## src/rtl/alu_seq_pkg.sv

```systemverilog
// Shared definitions for the nibble-serial ALU sequencer.
package alu_seq_pkg;

  localparam int unsigned NIB_W = 4;

  typedef enum logic [1:0] {
    ST_IDLE = 2'd0,
    ST_RUN  = 2'd1,
    ST_DONE = 2'd2
  } state_e;

endpackage

```

## src/rtl/alu_nibble_seq.sv

```systemverilog
// Drives an external 4-bit ALU slice nibble-serially (LSB first), chaining carry
// between nibbles and returning the assembled result on a valid/ready channel.
module alu_nibble_seq
  import alu_seq_pkg::*;
#(
  parameter  int unsigned NIBBLES = 4,
  localparam int unsigned WIDTH   = NIB_W * NIBBLES
) (
  input  logic             clk_i,
  input  logic             rst_n_i,
  input  logic             req_valid_i,
  output logic             req_ready_o,
  input  logic             mode_i,
  input  logic [3:0]       select_i,
  input  logic [WIDTH-1:0] op_a_i,
  input  logic [WIDTH-1:0] op_b_i,
  input  logic             carry_in_i,
  output logic             alu_mode_control_o,
  output logic [3:0]       alu_select_input_o,
  output logic [3:0]       alu_operand_a_o,
  output logic [3:0]       alu_operand_b_o,
  output logic             alu_carry_input_o,
  input  logic [3:0]       alu_function_output_i,
  input  logic             alu_carry_output_i,
  input  logic             alu_cmp_output_i,
  output logic             rsp_valid_o,
  input  logic             rsp_ready_i,
  output logic [WIDTH-1:0] result_o,
  output logic             carry_o,
  output logic             eq_o
);

  localparam int unsigned CNT_W = $clog2(NIBBLES);

  state_e           state;
  logic [CNT_W-1:0] cnt;
  logic [CNT_W-1:0] cnt_nxt;
  logic             last;
  logic [WIDTH-1:0] a_q;
  logic [WIDTH-1:0] b_q;
  logic [WIDTH-1:0] result_q;
  logic             carry_q;
  logic             eq_q;
  logic             ready_q;
  logic             valid_q;
  logic             alu_mode_q;
  logic [3:0]       alu_sel_q;
  logic [3:0]       alu_a_q;
  logic [3:0]       alu_b_q;
  logic             alu_cin_q;

  always_comb begin
    cnt_nxt = cnt + CNT_W'(1);
    last    = (cnt == CNT_W'(NIBBLES - 1));
  end

  // Slice-facing signals are registered one nibble ahead so the slice sees
  // flop outputs only; nibble 0 is loaded straight from the request inputs.
  always_ff @(posedge clk_i) begin
    if (!rst_n_i) begin
      state      <= ST_IDLE;
      cnt        <= '0;
      a_q        <= '0;
      b_q        <= '0;
      result_q   <= '0;
      carry_q    <= 1'b0;
      eq_q       <= 1'b0;
      ready_q    <= 1'b1;
      valid_q    <= 1'b0;
      alu_mode_q <= 1'b0;
      alu_sel_q  <= '0;
      alu_a_q    <= '0;
      alu_b_q    <= '0;
      alu_cin_q  <= 1'b0;
    end else begin
      case (state)
        ST_IDLE: begin
          if (req_valid_i) begin
            a_q        <= op_a_i;
            b_q        <= op_b_i;
            carry_q    <= carry_in_i;
            eq_q       <= 1'b1;
            cnt        <= '0;
            ready_q    <= 1'b0;
            alu_mode_q <= mode_i;
            alu_sel_q  <= select_i;
            alu_a_q    <= op_a_i[NIB_W-1:0];
            alu_b_q    <= op_b_i[NIB_W-1:0];
            alu_cin_q  <= carry_in_i;
            state      <= ST_RUN;
          end
        end
        ST_RUN: begin
          result_q[cnt*NIB_W +: NIB_W] <= alu_function_output_i;
          carry_q <= alu_carry_output_i;
          eq_q    <= eq_q & alu_cmp_output_i;
          if (last) begin
            valid_q    <= 1'b1;
            alu_mode_q <= 1'b0;
            alu_sel_q  <= '0;
            alu_a_q    <= '0;
            alu_b_q    <= '0;
            alu_cin_q  <= 1'b0;
            state      <= ST_DONE;
          end else begin
            cnt       <= cnt_nxt;
            alu_a_q   <= a_q[cnt_nxt*NIB_W +: NIB_W];
            alu_b_q   <= b_q[cnt_nxt*NIB_W +: NIB_W];
            alu_cin_q <= alu_carry_output_i;
          end
        end
        ST_DONE: begin
          if (rsp_ready_i) begin
            valid_q <= 1'b0;
            ready_q <= 1'b1;
            cnt     <= '0;
            state   <= ST_IDLE;
          end
        end
        default: state <= ST_IDLE;
      endcase
    end
  end

  assign req_ready_o        = ready_q;
  assign rsp_valid_o        = valid_q;
  assign result_o           = result_q;
  assign carry_o            = carry_q;
  assign eq_o               = eq_q;
  assign alu_mode_control_o = alu_mode_q;
  assign alu_select_input_o = alu_sel_q;
  assign alu_operand_a_o    = alu_a_q;
  assign alu_operand_b_o    = alu_b_q;
  assign alu_carry_input_o  = alu_cin_q;

endmodule

```

## config.mk

```make
export PLATFORM = sky130hd
export DESIGN_NAME = alu_nibble_seq
export DESIGN_NICKNAME = d
export VERILOG_FILES = /design/src/rtl/alu_seq_pkg.sv /design/src/rtl/alu_nibble_seq.sv
export SDC_FILE = /design/constraint.sdc
export NUM_CORES = 1
export LEC_CHECK = 0
export ABC_AREA = 1
export CAP_MARGIN = 40
export CORE_UTILIZATION = 35
export CTS_BUF_LIST = sky130_fd_sc_hd__clkbuf_2
export DETAILED_ROUTE_END_ITERATION = 10
export GPL_TIMING_DRIVEN = 0
export SYNTH_ARGS = -nofsm -noshare
export SYNTH_HDL_FRONTEND = slang
export SYNTH_SLANG_ARGS = --single-unit
```

## constraint.sdc

```tcl
create_clock -name clk_i -period 3.1 [get_ports clk_i]
set_input_delay 0.31 -clock clk_i [delete_from_list [all_inputs] [get_ports clk_i]]
set_output_delay 0.31 -clock clk_i [all_outputs]
set_load 0.005 [all_outputs]
```

# Yosys cells after proc, flatten, opt, wreduce, memory -nomap -nowiden
# Index checks and enable logic that the tools add are counted.
word_totals:
  out_inout_bits: 34
  reg_bits: 70
  in_bits: 48
  wordCells: 72
classes:
  shifts: 4
  n_eq_ne: 7
  n_addsub: 2
  bitwise: 1
  mux: 32
  reduce_logical: 12
op_table:
  columns: ["cell", "count"]
  rows:
  - ["4-bit negation with 34-bit output", 1]
  - ["4-bit by 34-bit variable shift with 16-bit output (first input constant)", 1]
  - ["4-bit by 34-bit indexed part select with 16-bit output", 1]
  - ["16-bit by 5-bit indexed part select with 4-bit output", 2]
  - ["4-bit 2-to-1 mux", 6]
  - ["4-bit one-hot mux with 2 select lines", 3]
  - ["16-bit bitwise mux", 1]
  - ["1-bit one-hot mux with 2 select lines", 6]
  - ["2-bit one-hot mux with 3 select lines", 2]
  - ["3-bit AND reduction", 4]
  - ["2-bit 2-to-1 mux", 5]
  - ["1-bit 2-to-1 mux", 9]
  - ["2-bit != test (second input constant)", 4]
  - ["2-bit nonzero test", 3]
  - ["2-bit == test (second input constant)", 2]
  - ["2-bit AND reduction", 2]
  - ["4-bit AND reduction", 1]
  - ["3-bit nonzero test", 1]
  - ["2-bit by 1-bit adder with 2-bit output (second input constant)", 1]
  - ["2-bit by 1-bit == test with 1-bit output (second input constant)", 1]
  - ["2-bit logical NOT", 1]
  - ["1-bit AND", 1]

# Longest topological paths before layout
# Gate-level depths: netlist of run 1.
logic_depth:
  depth_word: 4
  ltp_mapped: 11

# Worst setup path after synthesis of run 1
# No wires, ideal clock.
synth_timing:
  kind: "register to register"
  start: "register cnt[0]"
  end: "register result_q[0], in the netlist result_o[0]"
  arrival_time_ns: 1.958
  stages_incl_launch_ff: 12
  period_less_slack_ns: 2.029
  path_buffers: 4
  setup_ns: 0.070
  slack_ns: 1.071
  path_cell_list: "dfxtp_1 > buf_2 > inv_1 > buf_2 > ha_1 > buf_2 > inv_1 > buf_4 > nand2_1 > nor3_1 > nand2_1 > a21oi_1"
synth_between:
  elab_chain_cells: 3
  word_cells_on_any_way: 4
  classes_between: "add/sub (1); shift (2); mux (1)"
synth_rtl:
  columns: ["item", "line", "source"]
  rows:
  - ["start, declared", "alu_nibble_seq.sv:36", "logic [CNT_W-1:0] cnt;"]
  - ["start signal, assigned", "alu_nibble_seq.sv:106", "cnt <= cnt_nxt;"]
  - ["4-bit negation with 34-bit output *", "alu_nibble_seq.sv:94", "result_q[cnt*NIB_W +: NIB_W] <= alu_function_output_i;"]
  - ["4-bit by 34-bit indexed part select with 16-bit output or 4-bit by 34-bit variable shift with 16-bit output (tied branches)", "alu_nibble_seq.sv:94", null]
  - ["16-bit bitwise mux *", "alu_nibble_seq.sv:94", null]
  - ["end signal, assigned by index", "alu_nibble_seq.sv:94", null]
  - ["end, declared", "alu_nibble_seq.sv:41", "logic [WIDTH-1:0] result_q;"]
# Mark *: on every way between the ends. The rest lies on a longest branch, timed or not.
# A chain may end at the register's enable or synchronous reset.

# Final worst setup path of run 1
layout_timing:
  start: "register cnt[0]"
  end: "register result_q[1], in the netlist result_o[1]"
# The elaborated chain is that of the path after synthesis.

==> results of run 1 <==
==> power groups by stage <==
stage          Sequential, W  Clock, W  Combinational, W
2_1_floorplan        0.00101         0          0.000226
4_1_cts             0.000990  0.000510          0.000402
5_1_grt             0.000997  0.000551          0.000452
3_5_place_dp         0.00101         0          0.000400
3_3_place_gp         0.00101         0          0.000398
6_report            0.000990  0.000498          0.000400
==> layout make-up <==
cell class	instances	area share, %
clock inverters	6	1.287
flip-flops and latches	70	34.32
repair buffers	79	19.37
inverters	42	3.861
well taps	105	3.218
multi-input cells	295	34.20
plain buffers	21	2.513
clock buffers	10	1.226
==> sequential cells by signal (all words and copies together), names as in the netlist <==
| name | flops |
|---|---|
| carry_o | 1 |
| req_ready_o | 1 |
| alu_operand_a_o | 4 |
| alu_select_input_o | 4 |
| b_q | 16 |
| cnt | 2 |
| alu_carry_input_o | 1 |
| a_q | 16 |
| alu_mode_control_o | 1 |
| result_o | 16 |
| rsp_valid_o | 1 |
| eq_o | 1 |
| alu_operand_b_o | 4 |
| state | 2 |
==> logic make-up (layout without fill, tap and decap cells) <==
| logic type | Yosys count | count (layout) | share of synthesized area (%) |
|---|---|---|---|
| DFF | 70 | 70 | 45.83 |
| adders and majority gates | 6 | 6 | 2.455 |
| AOI/OAI and AO/OA | 93 | 93 | 15.43 |
| and+or+nand+nor | 196 | 196 | 27.78 |
| buffers and inverters | 63 | 158 | 8.510 |
==> routing by layer <==
metal	vias to the layer above	global-route usage, %
li1	1548	-
met1	1339	26.15
met2	63	32.38
met3	16	3.668
met4	0	9.080
met5	-	0
==> critical path: stages, from the launching register on <==
cell	delay (ps)
dfxtp_1	430
buf_2	260
inv_1	150
buf_2	220
ha_1	300
buf_2	200
inv_1	90
buf_4	190
nand2_1	70
nor3_1	320
nand2_1	100
a21oi_1	140
==> layout by cell type (no fill, tap or decap), types with 4 or more instances in the layout <==
cell type        instances
nor2_1                  36
o21ai_0                 37
inv_1                   40
nand3_1                 33
nor2_4                   5
clkdlybuf4s50_1         79
clkbuf_1                 9
dfxtp_1                 70
a21oi_1                 52
nand2_1                114
buf_2                    7
clkbuf_2                10
ha_1                     6
buf_4                    4
==> stage by stage <==
stage               setup WS [ps]  power [W]  hold slack (ps)  cells
global placement            607.6   0.001407            442.3    612
global route                285.4   0.002001            156.6    628
detailed placement          584.4   0.001410            449.0    612
floorplan                    1071   0.001231            429.2    428
CTS                         545.8   0.001903            157.7    628
finish                      552.5   0.001888            179.0    628
==> path summary, 6_finish.rpt <==
kind / end / slack (ps) / depth (start not counted)
max: result_o[1]$_SDFFE_PN0P_ / 550 / 11
max reg2reg: result_o[1]$_SDFFE_PN0P_ / 550 / 11
min reg2reg: b_q[15]$_SDFFE_PN0P_ / 470 / 2
min: a_q[0]$_SDFFE_PN0P_ / 180 / 3
==> metrics.csv, run 1 <==
metric,value,unit
total global routing overflow,0,
DRC,0,
Routed Antenna Nets,0,
sw power,0.0005669,W
die footprint,9115,µm²
number of clock buffers inserted by TritonCTS,9,
met3 wire length,335,µm
DR vias/cell,4.723,
"FF+latch count, synth",70,
Clock Power Share,26.4,%
Main synth FF type,dfxtp_1,
critical register-to-register path startpoint,cnt[0]$_SDFFE_PN0P_,
Max-Cap Viols,0,
DR top layer,met4,
total power per unit cell area,462.4,nW/µm²
fmax,392.5,MHz
Area Overhead vs Synth,33.51,%
Synth Area per Inst,7.145,µm²
largest net degree at the start of global routing,13,
Placer Congestion,0.8258,
status,"finished, final reports clean",
drt pass-1 iters,4,
die width,95.47,µm
most instantiated cells after synthesis,"nand2_1 (114), dfxtp_1 (70), a21oi_1 (52)",
# IOs,82,
Post-Route Utilization,48.95,%
final period demand of the worst path,2548,ps
Reg area,1401,µm²
Yosys cell types,25,
"EDFF count, synth",0,
vias post-DR,2966,
beginning of the worst hold path,req_valid_i,
relative slew slack,56.99,%
WL final,8378,µm
crit path DAT,2980,ps
Finished Cell Area,4083,µm²
kind of critical path,register to register,
final setup vio count,0,
Crit path required time,3540,ps
Final Skew,12.86,ps
CTS tree,built,
cell taking the most area after synthesis,dfxtp_1,
Pint,0.001321,W
Clock Path Buffers,2,
Layout Nets,572,
post-cts resize count,0,
Seq pwr share,52.4,%
core area,8341,µm²
row count,33,
initial antenna violation count,0,
die height,95.47,µm
wire length on met1,4104,µm
"Max FO, Critical Path",12,
Post-CTS Setup Repair Bufs,0,
Hold Crit Class,input pin to register,
Worst Setup End Kind,register,
"Hold Vio Cnt, Final",0,
layout cell share with drive strength beyond 1,6.883,%
Yosys top cell area share,45.83,%
crit share post-route,82.18,%
"Warnings, synthesis",0,
Post-DP Area,3980,µm²
CP startpoint kind,register,
Sw Ratio,30.03,%
Comb power frac,21.2,%
cell count after synthesis,428,
Total Routing Usage GR,20.13,%
post-synthesis net count,482,
RSZ-0062 raised after global routing,false,
routed wirelength normalized by instance count,13.34,µm
fill cell count,868,
routed length on met2,3730,µm
Pins Over Slew Limit,0,
CTS Sinks,70,
Initial Util,36.66,%
worst vdd rail ir drop,0.0001664,V
drt initial violations,96,
Diodes inserted,0,
clock-pin slew on the worst setup and hold paths,180,ps
Multi-input gate area,1396,µm²
"Seq/Total Area, Yosys",45.83,%
IO Port Bufs,79,
number of global-route vias before repair,2895,
synth top area cells,"dfxtp_1 (46%), nand2_1 (14%), a21oi_1 (8.5%), o21ai_0 (6.1%), nand3_1 (5.4%)",
setup TNS,0,ps
Lkg Pwr,1.699,nW
crit path from,cnt[0]$_SDFFE_PN0P_,
Post-DP HPWL,6160,µm
root buffer cell,clkbuf_2,
most frequent cell after synthesis,nand2_1,
clock latency at the later pin of the worst-skew pair,500,ps
H-Tree Depth,3,
Async SR Flop Fraction,0,%
global-route wire length before repair,13770,µm
Post-Synthesis Cell Area,3058,µm²
"Hold-fix buffers, CTS",0,
Tightest Pin Transition,645.1,ps
Power figures use the tool's default switching activity.
==> run 2, diff against run 1 <==
==> constraint.sdc (replaced) <==
create_clock -name clk_i -period 2.2 [get_ports clk_i]
set_input_delay 0.22 -clock clk_i [delete_from_list [all_inputs] [get_ports clk_i]]
set_output_delay 0.22 -clock clk_i [all_outputs]
set_load 0.005 [all_outputs]
==> run 2 against run 1 <==
  * Clock-buffer cell count is the same
  * Final cell count grew 0.80%
  * Die area is the same
  * Combinational power grew 50%
  * Largest cell class is now multi-input gates
==> metrics.csv, run 2 (synthesis results as in run 1) <==
metric,value,unit
status,"finished, final reports clean",
Area Overhead vs Synth,36.13,%
total power per unit cell area,647.8,nW/µm²
Clock Power Share,26.1,%
CTS Sinks,70,
"Max FO, Critical Path",12,
clock-pin slew on the worst setup and hold paths,180,ps
kind of critical path,register to register,
CP startpoint kind,register,
beginning of the worst hold path,req_valid_i,
Layout Nets,577,
"most common cell after layout, fill and taps aside",nand2_1,
initial antenna violation count,0,
wire length on met1,4014,µm
DR vias/cell,4.716,
Total Routing Usage GR,20.18,%
crit path max-delay cell type,dfxtp_2,
Pint,0.001886,W
relative slew slack,58.76,%
delay of the slowest critical-path stage,390,ps
Hold Crit Class,input pin to register,
crit path from,cnt[0]$_SDFFE_PN0P_,
H-Tree Depth,3,
Multi-input gate area,1411,µm²
Seq pwr share,51.7,%
number of global-route vias before repair,2891,
"Hold Vio Cnt, Final",0,
layout cell share with drive strength beyond 1,8.523,%
drt pass-1 iters,5,
Tightest Pin Transition,618.6,ps
Placer Congestion,0.8258,
Post-DP HPWL,6160,µm
largest net degree at the start of global routing,13,
Pins Over Slew Limit,0,
Worst Setup End Kind,register,
Lkg Pwr,1.732,nW
final period demand of the worst path,2009,ps
total global routing overflow,0,
total power,0.002697,W
fmax,497.7,MHz
Clock Path Buffers,2,
CP top delay family,buffers and inverters,
Sw Ratio,30.06,%
Crit path required time,2650,ps
root buffer cell,clkbuf_2,
CTS tree,built,
DR top layer,met4,
clock latency at the later pin of the worst-skew pair,510,ps
met3 wire length,462,µm
die width,95.47,µm
die footprint,9115,µm²
IO Port Bufs,79,
fill cell count,853,
Initial Util,36.66,%
final setup vio count,0,
final hold slack,78.10,ps
sw power,0.0008105,W
Post-DP Area,3980,µm²
Max-Cap Viols,0,
Routed Antenna Nets,0,
core area,8341,µm²
"commonest non-fill, non-tap cells in the layout","nand2_1 (114), clkdlybuf4s50_1 (79), dfxtp_1 (69), a21oi_1 (51), inv_1 (39)",
Diodes inserted,0,
# IOs,82,
row count,33,
die height,95.47,µm
Post-Layout Cell Count,633,
vias post-DR,2985,
Reg area,1403,µm²
Comb power frac,22.2,%
worst vdd rail ir drop,0.0002430,V
Final Skew,4.052,ps
crit path DAT,2460,ps
Finished Cell Area,4163,µm²
"Hold-fix buffers, CTS",0,
RSZ-0062 raised after global routing,false,
drt initial violations,94,
number of clock buffers inserted by TritonCTS,9,
DRC,0,
routed wirelength normalized by instance count,13.34,µm
WL final,8444,µm
routed length on met2,3796,µm
placed insts,612,
critical register-to-register path startpoint,cnt[0]$_SDFFE_PN0P_,
global-route wire length before repair,13790,µm
CP cell instances,buf_8 > clkinvlp_4 > buf_6 > ha_1 > buf_4 > inv_1 > buf_6 > nand2_1 > nor3_4 > nand2_1 > a21oi_1,
CP bufs+invs,6,
crit share post-route,91.33,%
## run 2: layout make-up
cell class / count / share of cell area, %
Multi-Input combinational cell: 295 / 33.90
Buffer: 21 / 3.006
Timing Repair Buffer: 84 / 19.90
Clock inverter: 6 / 1.262
Sequential cell: 70 / 33.69
Clock buffer: 10 / 1.202
Inverter: 42 / 3.877
Tap cell: 105 / 3.156
## run 2: layer usage
layer / vias to the layer above / track usage, %
li1: 1560 / -
met1: 1335 / 26.05
met2: 77 / 32.68
met3: 13 / 3.668
met4: 0 / 9.080
met5: - / 0
## run 2: worst min-delay path, cell delays in order
cell and delay, ps:
buf_2 150, nand3_1 120, a21oi_1 70
## run 2: worst paths after layout
kind | to | slack (ps) | cells after the start
max | result_o[1]$_SDFFE_PN0P_ | 190 | 11
min | a_q[0]$_SDFFE_PN0P_ | 80 | 3
max reg2reg | result_o[1]$_SDFFE_PN0P_ | 190 | 11
min reg2reg | b_q[9]$_SDFFE_PN0P_ | 470 | 2
## run 2: what timing repair did
action	4_1_cts	5_1_grt
pin swaps	0	2
buffers inserted	1	4
resized for setup	6	7
setup endpoints to repair	24	16
## run 2: power by group through the flow
stage | logic (W) | clock network [W] | registers, W
global placement | 0.000561 | 0 | 0.00142
finish | 0.000599 | 0.000703 | 0.00140
CTS | 0.000581 | 0.000719 | 0.00139
detailed placement | 0.000564 | 0 | 0.00142
floorplan | 0.000318 | 0 | 0.00142
global route | 0.000673 | 0.000777 | 0.00141
## run 2: through the flow
stage / setup TNS, ps / util, % / worst slack (ps)
global placement: -1531 / 47.72 / -292.4
CTS: 0 / 49.29 / 12.89
finish: 0 / 49.91 / 190.8
detailed placement: -2007 / 47.72 / -315.6
global route: 0 / 49.91 / 16.12
floorplan: 0 / - / 171.3
==> run 3, diff against run 2 <==
--- a/config.mk
+++ b/config.mk
@@ -7,10 +7,13 @@
 export LEC_CHECK = 0
 export ABC_AREA = 1
 export CAP_MARGIN = 40
-export CORE_UTILIZATION = 35
+export CORE_MARGIN = 2
+export CORE_UTILIZATION = 45
 export CTS_BUF_LIST = sky130_fd_sc_hd__clkbuf_2
 export DETAILED_ROUTE_END_ITERATION = 10
 export GPL_TIMING_DRIVEN = 0
+export PLACE_DENSITY = 0.78
+export SKIP_LAST_GASP = 1
 export SYNTH_ARGS = -nofsm -noshare
 export SYNTH_HDL_FRONTEND = slang
 export SYNTH_SLANG_ARGS = --single-unit
==> run 3 against run 2 <==
  * Utilization is 11 points higher
  * First-iteration DRC count is 35% higher
  * Global-route usage is 2.7 points higher
  * Setup slack worse by 29 ps
  * Non-clock buffer count is 3 lower
  * Via count is 2.0% higher
  * Fmax is 1.4% lower
==> metrics.csv, run 3 (synthesis results as in run 1) <==
metric,value,unit
status,"finished, final reports clean",
"Hold-fix buffers, CTS",0,
reg2reg end,result_o[3]$_SDFFE_PN0P_,
number of clock buffers inserted by TritonCTS,9,
die width,86.44,µm
CTS tree,built,
sw power,0.0008099,W
Sw Ratio,30.04,%
vias post-DR,3044,
H-Tree Depth,3,
WHS Endpoint,alu_operand_a_o[1]$_SDFFE_PN0P_,
clock latency at the later pin of the worst-skew pair,510,ps
DR vias/cell,5.031,
"Hold Vio Cnt, Final",0,
Pins Over Slew Limit,0,
"commonest non-fill, non-tap cells in the layout","nand2_1 (114), clkdlybuf4s50_1 (79), dfxtp_1 (69), a21oi_1 (51), inv_1 (39)",
Hold Path Stages,3,
CP startpoint kind,register,
Layout Nets,574,
routed wirelength normalized by instance count,13.65,µm
Placer Congestion,0.8696,
# IOs,82,
fmax,490.7,MHz
root buffer cell,clkbuf_2,
CTS Sinks,70,
worst vdd rail ir drop,0.0003556,V
Post-Layout Cell Count,605,
relative slew slack,61.06,%
global-route wire length before repair,13460,µm
placed insts,587,
die footprint,7471,µm²
clock-pin slew on the worst setup and hold paths,200,ps
Tightest Pin Transition,580.1,ps
crit path DAT,2490,ps
final hold slack,89.38,ps
Reg2Reg Depth,11,
total power per unit cell area,657.5,nW/µm²
final period demand of the worst path,2038,ps
Clock Path Buffers,2,
crit path max-delay cell type,dfxtp_2,
drt initial violations,127,
IO Port Bufs,79,
total global routing overflow,0,
Post-DP HPWL,5946,µm
Routed Antenna Nets,0,
Seq pwr share,51.7,%
Pint,0.001886,W
"Max FO, Critical Path",12,
Total Routing Usage GR,22.90,%
die height,86.44,µm
Area Overhead vs Synth,34.08,%
row count,30,
initial antenna violation count,0,
crit share post-route,92.63,%
Lkg Pwr,1.722,nW
DRC,0,
number of global-route vias before repair,2944,
RSZ-0062 raised after global routing,false,
drt pass-1 iters,4,
delay of the slowest critical-path stage,380,ps
Worst Setup End Kind,register,
critical register-to-register path startpoint,cnt[0]$_SDFFE_PN0P_,
WL final,8258,µm
beginning of the worst hold path,rst_n_i,
crit path from,cnt[0]$_SDFFE_PN0P_,
kind of critical path,register to register,
Diodes inserted,0,
CP cell instances,buf_6 > inv_2 > buf_4 > ha_1 > buf_4 > inv_1 > buf_6 > nand2_1 > nor3_4 > nand2_1 > a21oi_2,
Comb power frac,21.8,%
r2r setup slk,160,ps
largest net degree at the start of global routing,13,
Final Skew,23.97,ps
Crit path required time,2650,ps
Max-Cap Viols,0,
"most common cell after layout, fill and taps aside",nand2_1,
Hold Crit Class,input pin to register,
core area,6681,µm²
Clock Power Share,26.5,%
Initial Util,45.77,%
final setup vio count,0,
layout cell share with drive strength beyond 1,8.381,%
run 3: repair_timing:
action,in CTS,in global routing
cloned,0,0
setup buffers,1,1
resized for setup,5,6
pin swaps,0,1
endpoints found under the setup margin,21,16
run 3: power groups by stage:
stage	logic, W	registers, W	clock network [W]
2_1_floorplan	0.000318	0.00142	0
3_3_place_gp	0.000549	0.00142	0
3_5_place_dp	0.000559	0.00142	0
4_1_cts	0.000573	0.00139	0.000717
5_1_grt	0.000654	0.00141	0.000775
6_report	0.000587	0.00139	0.000714
run 3: cell type report:
type	count	area, µm²
fillers	626	2581
multi-input cells	295	1411
flip-flops and latches	70	1403
repair buffers	81	805.8
inverters	42	157.7
plain buffers	21	117.6
well taps	80	100.1
clock buffers	11	55.05
clock inverters	5	50.05
run 3: metrics by stage:
stage	power [W]	TNS [ps]	util (%)	setup WS [ps]	instance area, µm²
2_1_floorplan	0.001735	0	-	171.3	3058
3_3_place_gp	0.001968	-1107	59.10	-249.7	3949
3_5_place_dp	0.001981	-1510	59.10	-291.7	3949
4_1_cts	0.002684	0	61.05	32.72	4079
5_1_grt	0.002835	0	61.37	32.13	4100
6_report	0.002696	0	61.37	162.1	4100
run 3: how the worst max path moves through the flow:
stage	to	slack (ps)	cells after the start
2_1_floorplan	result_o[0]$_SDFFE_PN0P_	170	11
3_3_place_gp	result_o[3]$_SDFFE_PN0P_	-250	11
3_5_place_dp	result_o[3]$_SDFFE_PN0P_	-290	11
4_1_cts	result_o[3]$_SDFFE_PN0P_	30	11
5_1_grt	alu_operand_b_o[1]$_SDFFE_PN0P_	30	12
6_report	result_o[3]$_SDFFE_PN0P_	160	11
run 3: critical path, delay by kind of cell, from the launching register on:
| family | cells | cell delay, ps |
|---|---|---|
| AOI/OAI and AO/OA | 1 | 120 |
| adders and majority gates | 1 | 290 |
| buffers and inverters | 6 | 780 |
| DFF | 1 | 380 |
| and+or+nand+nor | 3 | 420 |
run 3: metal layers:
metal / wire length, µm / global-route usage, %
met5: 0 / 0
met4: 147 / 9.233
met3: 480 / 3.048
met2: 4012 / 40.07
met1: 3618 / 28.39
